## src/rtl/keypad_scan_encoder_if.sv

```systemverilog
// ============================================================================
//  Module      : keypad_scan_encoder_if
//  Description : Keypad-side signal bundle for the scan encoder. The master
//                view belongs to the encoder: it drives the column lines and
//                the key outputs, and it reads the row lines. The slave view
//                belongs to the keypad and its consumer.
//  Revision    : 1.0  initial release
// ============================================================================
`timescale 1ns/1ps
`default_nettype none

interface keypad_scan_encoder_if;
    logic [3:0] row;        // keypad rows, pulled up, low = key closed
    logic [3:0] col;        // active-low column drive
    logic [7:0] key_code;   // encoded key, 8'hFF when idle
    logic       pressed;    // debounced key-held level
    logic       key_valid;  // one-cycle pulse with the rising edge of pressed

    modport master (
        input  row,
        output col,
        output key_code,
        output pressed,
        output key_valid
    );

    modport slave (
        output row,
        input  col,
        input  key_code,
        input  pressed,
        input  key_valid
    );
endinterface

`default_nettype wire

```

## src/rtl/keypad_scan_encoder.sv

```systemverilog
// ============================================================================
//  Module      : keypad_scan_encoder
//  Description : 4x4 matrix keypad scanner. Rotates a single low column,
//                samples the synchronised rows once per column dwell,
//                debounces both press and release, and presents an 8-bit key
//                code together with a clean pressed level. key_code is loaded
//                one clock before pressed rises, is held while pressed is high,
//                and is held for one further dwell after pressed falls.
//  Revision    : 1.0  initial release
// ============================================================================
`timescale 1ns/1ps
`default_nettype none

module keypad_scan_encoder #(
    parameter int SCAN_DIV     = 1000,  // clocks per column dwell, >= 2
    parameter int DEBOUNCE_CNT = 8      // consistent ticks to accept, >= 1
) (
    input  logic                  clk,
    input  logic                  rst,  // asynchronous, active low
    keypad_scan_encoder_if.master kp
);

    localparam int               DIV_W     = (SCAN_DIV > 2) ? $clog2(SCAN_DIV) : 1;
    localparam logic [DIV_W-1:0] DIV_LAST  = DIV_W'(SCAN_DIV - 1);
    localparam int               CNT_W     = $clog2(DEBOUNCE_CNT + 1);
    localparam logic [CNT_W-1:0] CNT_LAST  = CNT_W'(DEBOUNCE_CNT);
    localparam logic [CNT_W-1:0] CNT_ONE   = CNT_W'(1);
    localparam logic [7:0]       CODE_NONE = 8'hFF;

    typedef enum logic [2:0] {
        S_SCAN     = 3'd0,  // rotating columns, looking for any low row
        S_DEBOUNCE = 3'd1,  // column frozen, counting consistent press ticks
        S_PRESS    = 3'd2,  // key_code already loaded, raise pressed now
        S_HELD     = 3'd3,  // key accepted, counting consistent release ticks
        S_RELEASE  = 3'd4   // pressed low, key_code kept for one more dwell
    } state_t;

    // ------------------------------------------------------------------
    // Registers and next-state values
    // ------------------------------------------------------------------
    state_t           state_q,     state_d;
    logic [DIV_W-1:0] div_q,       div_d;
    logic [3:0]       rs_meta_q;
    logic [3:0]       rs_q;
    logic [1:0]       col_idx_q,   col_idx_d;
    logic [1:0]       row_idx_q,   row_idx_d;
    logic [CNT_W-1:0] cnt_q,       cnt_d;
    logic [7:0]       key_code_q,  key_code_d;
    logic             pressed_q,   pressed_d;
    logic             key_valid_q, key_valid_d;

    logic             w_tick;
    logic             w_row_hit;
    logic [1:0]       w_row_idx;
    logic [CNT_W-1:0] w_cnt_inc;

    // Key map indexed by (row, column); column 0 is the one driven by 4'b1110.
    function automatic logic [7:0] map_key(input logic [1:0] r, input logic [1:0] c);
        logic [7:0] code;
        case ({r, c})
            4'h0:    code = 8'h01;
            4'h1:    code = 8'h02;
            4'h2:    code = 8'h03;
            4'h3:    code = 8'hF0;  // +
            4'h4:    code = 8'h04;
            4'h5:    code = 8'h05;
            4'h6:    code = 8'h06;
            4'h7:    code = 8'hF1;  // -
            4'h8:    code = 8'h07;
            4'h9:    code = 8'h08;
            4'hA:    code = 8'h09;
            4'hB:    code = 8'hF2;  // *
            4'hC:    code = 8'hC0;  // Clear
            4'hD:    code = 8'h00;
            4'hE:    code = 8'hE0;  // =
            default: code = 8'hF3;  // /
        endcase
        return code;
    endfunction

    // Two-flop synchroniser for the asynchronous row inputs.
    always_ff @(posedge clk or negedge rst) begin
        if (!rst) begin
            rs_meta_q <= 4'hF;
            rs_q      <= 4'hF;
        end else begin
            rs_meta_q <= kp.row;
            rs_q      <= rs_meta_q;
        end
    end

    // Free-running dwell divider; the last cycle of every dwell is a tick.
    always_ff @(posedge clk or negedge rst) begin
        if (!rst) begin
            div_q <= '0;
        end else begin
            div_q <= div_d;
        end
    end

    assign w_tick = (div_q == DIV_LAST);
    assign div_d  = w_tick ? '0 : div_q + DIV_W'(1);

    // Lowest-index low row wins when several rows are pulled down together.
    always_comb begin
        w_row_hit = (rs_q != 4'hF);
        w_row_idx = 2'd0;
        if (!rs_q[0]) begin
            w_row_idx = 2'd0;
        end else if (!rs_q[1]) begin
            w_row_idx = 2'd1;
        end else if (!rs_q[2]) begin
            w_row_idx = 2'd2;
        end else if (!rs_q[3]) begin
            w_row_idx = 2'd3;
        end
    end

    assign w_cnt_inc = cnt_q + CNT_ONE;

    // Scan/debounce state machine: next state, counters and output values.
    always_comb begin
        state_d     = state_q;
        col_idx_d   = col_idx_q;
        row_idx_d   = row_idx_q;
        cnt_d       = cnt_q;
        key_code_d  = key_code_q;
        pressed_d   = pressed_q;
        key_valid_d = 1'b0;

        case (state_q)
            S_SCAN: begin
                if (w_tick) begin
                    if (w_row_hit) begin
                        // Column stays where it is; it identifies the key.
                        row_idx_d = w_row_idx;
                        cnt_d     = '0;
                        state_d   = S_DEBOUNCE;
                    end else begin
                        col_idx_d = col_idx_q + 2'd1;
                    end
                end
            end

            S_DEBOUNCE: begin
                if (w_tick) begin
                    if (w_row_hit && (w_row_idx == row_idx_q)) begin
                        if (w_cnt_inc == CNT_LAST) begin
                            // Code goes out first so it is stable one clock
                            // before the consumer sees pressed rise.
                            cnt_d      = '0;
                            key_code_d = map_key(row_idx_q, col_idx_q);
                            state_d    = S_PRESS;
                        end else begin
                            cnt_d = w_cnt_inc;
                        end
                    end else begin
                        cnt_d     = '0;
                        col_idx_d = col_idx_q + 2'd1;
                        state_d   = S_SCAN;
                    end
                end
            end

            S_PRESS: begin
                pressed_d   = 1'b1;
                key_valid_d = 1'b1;
                cnt_d       = '0;
                state_d     = S_HELD;
            end

            S_HELD: begin
                if (w_tick) begin
                    // Only the latched row counts; other keys are ignored.
                    if (rs_q[row_idx_q]) begin
                        if (w_cnt_inc == CNT_LAST) begin
                            cnt_d     = '0;
                            pressed_d = 1'b0;
                            state_d   = S_RELEASE;
                        end else begin
                            cnt_d = w_cnt_inc;
                        end
                    end else begin
                        cnt_d = '0;
                    end
                end
            end

            S_RELEASE: begin
                // pressed fell on a tick, so the next tick is one dwell later.
                if (w_tick) begin
                    key_code_d = CODE_NONE;
                    col_idx_d  = col_idx_q + 2'd1;
                    state_d    = S_SCAN;
                end
            end

            default: begin
                cnt_d   = '0;
                state_d = S_SCAN;
            end
        endcase
    end

    // State, counter and output registers.
    always_ff @(posedge clk or negedge rst) begin
        if (!rst) begin
            state_q     <= S_SCAN;
            col_idx_q   <= 2'd0;
            row_idx_q   <= 2'd0;
            cnt_q       <= '0;
            key_code_q  <= CODE_NONE;
            pressed_q   <= 1'b0;
            key_valid_q <= 1'b0;
        end else begin
            state_q     <= state_d;
            col_idx_q   <= col_idx_d;
            row_idx_q   <= row_idx_d;
            cnt_q       <= cnt_d;
            key_code_q  <= key_code_d;
            pressed_q   <= pressed_d;
            key_valid_q <= key_valid_d;
        end
    end

    assign kp.col       = ~(4'b0001 << col_idx_q);
    assign kp.key_code  = key_code_q;
    assign kp.pressed   = pressed_q;
    assign kp.key_valid = key_valid_q;

endmodule

`default_nettype wire

```

## src/flat_wrapper.sv

```systemverilog
// flat-port wrapper written by rule: the top's interface ports become plain ports
module keypad_scan_encoder_flat 
#(
    parameter int SCAN_DIV     = 1000,                                  
    parameter int DEBOUNCE_CNT = 8                                         
)
  (clk, rst, kp_row, kp_col, kp_key_code, kp_pressed, kp_key_valid);
  keypad_scan_encoder_if kp_i ();
  input  logic clk;
  input  logic rst;
  input wire logic [$bits(kp_i.row)-1:0] kp_row;
  output wire logic [$bits(kp_i.col)-1:0] kp_col;
  output wire logic [$bits(kp_i.key_code)-1:0] kp_key_code;
  output wire logic [$bits(kp_i.pressed)-1:0] kp_pressed;
  output wire logic [$bits(kp_i.key_valid)-1:0] kp_key_valid;
  assign kp_i.row = kp_row;
  assign kp_col = kp_i.col;
  assign kp_key_code = kp_i.key_code;
  assign kp_pressed = kp_i.pressed;
  assign kp_key_valid = kp_i.key_valid;
  keypad_scan_encoder #(.SCAN_DIV(SCAN_DIV), .DEBOUNCE_CNT(DEBOUNCE_CNT)) u_core (.clk(clk), .rst(rst), .kp(kp_i));
endmodule
```

## config.mk

```make
export PLATFORM = sky130hd
export DESIGN_NAME = keypad_scan_encoder_flat
export DESIGN_NICKNAME = d
export VERILOG_FILES = /design/src/rtl/keypad_scan_encoder_if.sv /design/src/rtl/keypad_scan_encoder.sv /design/src/flat_wrapper.sv
export SDC_FILE = /design/constraint.sdc
export NUM_CORES = 1
export LEC_CHECK = 0
export CAP_MARGIN = 15
export CORE_MARGIN = 3
export CORE_UTILIZATION = 65
export CTS_CLUSTER_DIAMETER = 80
export DETAILED_ROUTE_END_ITERATION = 12
export DONT_BUFFER_PORTS = 1
export GPL_TIMING_DRIVEN = 1
export HOLD_SLACK_MARGIN = 0.06
export PLACE_DENSITY = 0.79
export SYNTH_ARGS = -nofsm -noshare
export SYNTH_HDL_FRONTEND = slang
export SYNTH_SLANG_ARGS = --single-unit
```

## constraint.sdc

```tcl
create_clock -name clk -period 6.4 [get_ports clk]
set_clock_uncertainty 0.05 [all_clocks]
set_input_delay 1.92 -clock clk [delete_from_list [all_inputs] [get_ports clk]]
set_output_delay 1.92 -clock clk [all_outputs]
set_load 0.02 [all_outputs]
```

==> impl_metrics.env <==
export IMPL_run_status="finished clean"
export IMPL_sequentialPowerShare=0.652
export IMPL_ir_worst_vdd_uv=156
export IMPL_place_detailed_instances=268
export IMPL_clock_pin_slew_on_the_worst_setup_and_hold_paths_ns=0.12
export IMPL_switching_share=0.238
export IMPL_max_cap_violations=0
export IMPL_critical_path_startpoint="u_core.col_idx_q[0]"
export IMPL_ys_flop_type="dfrtp_1"
export IMPL_finalWirelength_um=4320
export IMPL_cts_root_to_sink_buffers=2
export IMPL_power_switching_mw=0.0905
export IMPL_layout_nets=245
export IMPL_groute_usage_overall=0.243
export IMPL_netlist_instances=236
export IMPL_slew_headroom=0.399
export IMPL_route_detailed_drc=0
export IMPL_place_worst_setup_slack_ns=3.44
export IMPL_synth_ff_latch_count=38
export IMPL_sequential_area_share_after_synthesis=0.428
export IMPL_worstSkewPairLatency_ns=0.36
export IMPL_drt_pass1_iter_count=4
export IMPL_synth_area_per_cell_um2=9.60
export IMPL_floorplan_die_area_um2=4230
export IMPL_cts_setup_buffers=0
export IMPL_grt_setup_unrepaired="false"
export IMPL_internal_power_mw=0.290
export IMPL_met2_length_um=2220
export IMPL_layout_cells_most_common="nand2_1"
export IMPL_antenna_cells_inserted=0
export IMPL_post_synthesis_compound_gate_area_fraction=0.170
export IMPL_post_cts_resized_instances=0
export IMPL_timing_setup_tns_ns=0
export IMPL_p_per_area_nw_per_um2=164
export IMPL_start_kind="flop"
export IMPL_top_layer="met4"
export IMPL_cpLargestDelayFamily="flip-flops"
export IMPL_setup_viol=0
export IMPL_mappedNetlistArea_um2=2270
export IMPL_grt_max_degree=39
export IMPL_hold_viol=0
export IMPL_die_h_um=65.0
export IMPL_cts_tree="done"
export IMPL_timing_setup_critical_path_class="flop to output pin"
export IMPL_critical_path_most_common_cell="inv_1"
export IMPL_total_leakage_power_nw=0.930
export IMPL_numPortBuffers=0
export IMPL_async_flop_share=1.00
export IMPL_regToRegStartpoint="u_core.cnt_q[0]"
export IMPL_antenna_found_initial=0
export IMPL_clock_sink_count=38
export IMPL_row_count=20
export IMPL_count_of_cell_types_in_the_netlist=59
export IMPL_timing_hold_worst_start="u_core.rs_meta_q[3]"
export IMPL_num_fill_cells=248
export IMPL_globalRouteOverflowTotal=0
export IMPL_hold_path_class="flop to flop"
export IMPL_slew_viols_final=0
export IMPL_period_minus_slack_ns=3.37
export IMPL_syn_num_nets=250
export IMPL_largest_family_of_logic_cells_by_synthesized_area="simple AND/OR/NAND/NOR gates"
export IMPL_grt_pass1_wl_um=8040
export IMPL_place_gp_congestion=0.836
export IMPL_number_of_global_route_vias_before_repair=1764
export IMPL_cts_htree_levels=2
export IMPL_antenna_violating_nets_post_route=0
export IMPL_synth_mux_area_fraction=0.0381
export IMPL_synth_xor_area_share=0.0271
export IMPL_dp_final_hpwl_um=3150
export IMPL_finalCritPeriodShare=0.527
export IMPL_r2r_end="u_core.kp.key_code[4]"
export IMPL_num_io_pins=20
export IMPL_fin_hold_ws_ns=0.314
export IMPL_via_count=1737
export IMPL_post_drt_via_cell_ratio=6.29
export IMPL_worst_endpoint_required_ns=4.43
export IMPL_cts_root_buffer_cell="clkbuf_4"
export IMPL_synth_edf_count=0
export IMPL_cpMaxStageDelayCell="dfrtp_1"
export IMPL_power_frac_clock=0.338
export IMPL_reg2reg_setup_slack_ns=4.02
export IMPL_finalWorstSetupSlack_ns=3.03
export IMPL_cts_inserted_buffers=5
export IMPL_route_detailed_wl_per_inst_um=15.7
export IMPL_placeableCoreArea_um2=3180
export IMPL_fin_total_pwr_mw=0.380
export IMPL_flow_area_growth_from_synthesis_pct=2.32
export IMPL_yosysWarnings=0
export IMPL_initialDrtViolationCount=124
export IMPL_critical_path_cell_chain="inv_1, ha_1, inv_1"
export IMPL_placed_area_um2=2260
export IMPL_post_route_cells_drive_above_1_share=0.159
export IMPL_postCtsHoldBufs=0
export IMPL_synthSimpleGateAreaFrac=0.247
export IMPL_power_frac_comb=0.010
export IMPL_final_core_utilization=0.730
export IMPL_die_x_um=65.0
export IMPL_min_to="u_core.rs_q[3]"
export IMPL_data_arrival_at_the_endpoint_of_the_critical_path_ns=1.40
export IMPL_met1_length_um=1850
export IMPL_start_util=0.713
export IMPL_critical_path_max_stage_delay_ns=0.51
export IMPL_r2r_worst_path_cells=5
export IMPL_slew_of_the_pin_with_the_lowest_slew_margin_ns=0.895
export IMPL_yosys_area_share_adder=0.0442
export IMPL_instances_no_fill=276
export IMPL_met3RoutedLength_um=188
export IMPL_crit_path_max_fanout=7
export IMPL_layout_cells_most_common_list="nand2_1 (32), nor2_1 (24), dfrtp_1 (23), dfstp_2 (15), o21ai_0 (13)"
export IMPL_timing_critical_path_buf_inv=2
export IMPL_fmaxAchievable_ghz=0.297
export IMPL_timing_hold_worst_path_depth=0
export IMPL_type_of_destination_of_the_critical_path="output pin"
export IMPL_final_design_area_no_fill_um2=2320
worst max-delay path by stage:
stage           endpoint  depth (start not counted)
6_report       kp_col[0]                          3
5_1_grt        kp_col[2]                          3
4_1_cts        kp_col[2]                          3
3_5_place_dp   kp_col[2]                          3
3_3_place_gp   kp_col[0]                          3
2_1_floorplan  kp_col[2]                          3
cell families (layout without fill, tap and decap cells):
family	count (synthesis)	after routing
AND/OR/NAND/NOR	104	104
buffers and inverters	22	18
adder cells (fa/ha/maj)	8	8
AO/OA/AOI/OAI	50	50
multiplexers	7	7
XOR/XNOR	7	7
flip-flops	38	38
power by group through the flow:
stage	sequential, mW	combinational (mW)	clock [mW]
after floorplan	0.251	0.00390	0
after global placement	0.252	0.00376	0
after detailed placement	0.252	0.00382	0
after CTS	0.248	0.00384	0.133
after global routing	0.249	0.00428	0.142
final	0.248	0.00386	0.128
state kept, by name, summed over array words and instances, names as in the netlist:
register,cells
u_core.div_q,10
u_core.kp.key_code,7
u_core.cnt_q,4
u_core.rs_meta_q,4
u_core.rs_q,4
u_core.state_q,3
u_core.col_idx_q,2
u_core.row_idx_q,2
u_core.kp.key_valid,1
u_core.kp.pressed,1
layout make-up:
type / count / area (µm²) / area share
multi-input combinational: 176 / 1190 / 0.515
sequential: 38 / 970 / 0.418
tap: 44 / 55.1 / 0.0237
clock buffer: 5 / 37.5 / 0.0162
inverter: 9 / 33.8 / 0.0146
clock inverter: 3 / 21.3 / 0.00917
timing repair buffer: 1 / 7.51 / 0.00324
per-layer routing:
layer,up-vias,track usage
met5,-,0
met4,0,0.0803
met3,10,0.0503
met2,45,0.423
met1,843,0.300
li1,839,-
Yosys cell counts (all sizes together) (4+ instances only):
cell type  instances  area (µm²)
nand2             32         120
a21oi              6        30.0
nor3               4        20.0
dfrtp             23         576
nand4              4        25.0
inv                9        33.8
buf                8        50.0
clkbuf             5        18.8
nor2b              4        25.0
o21ai             14        70.1
ha                 8         100
nor2              25        96.4
nand3             10        50.1
dfstp             15         394
xnor2              4        35.0
o221a              5        56.3
No activity file was read; power rests on OpenSTA's default activity.
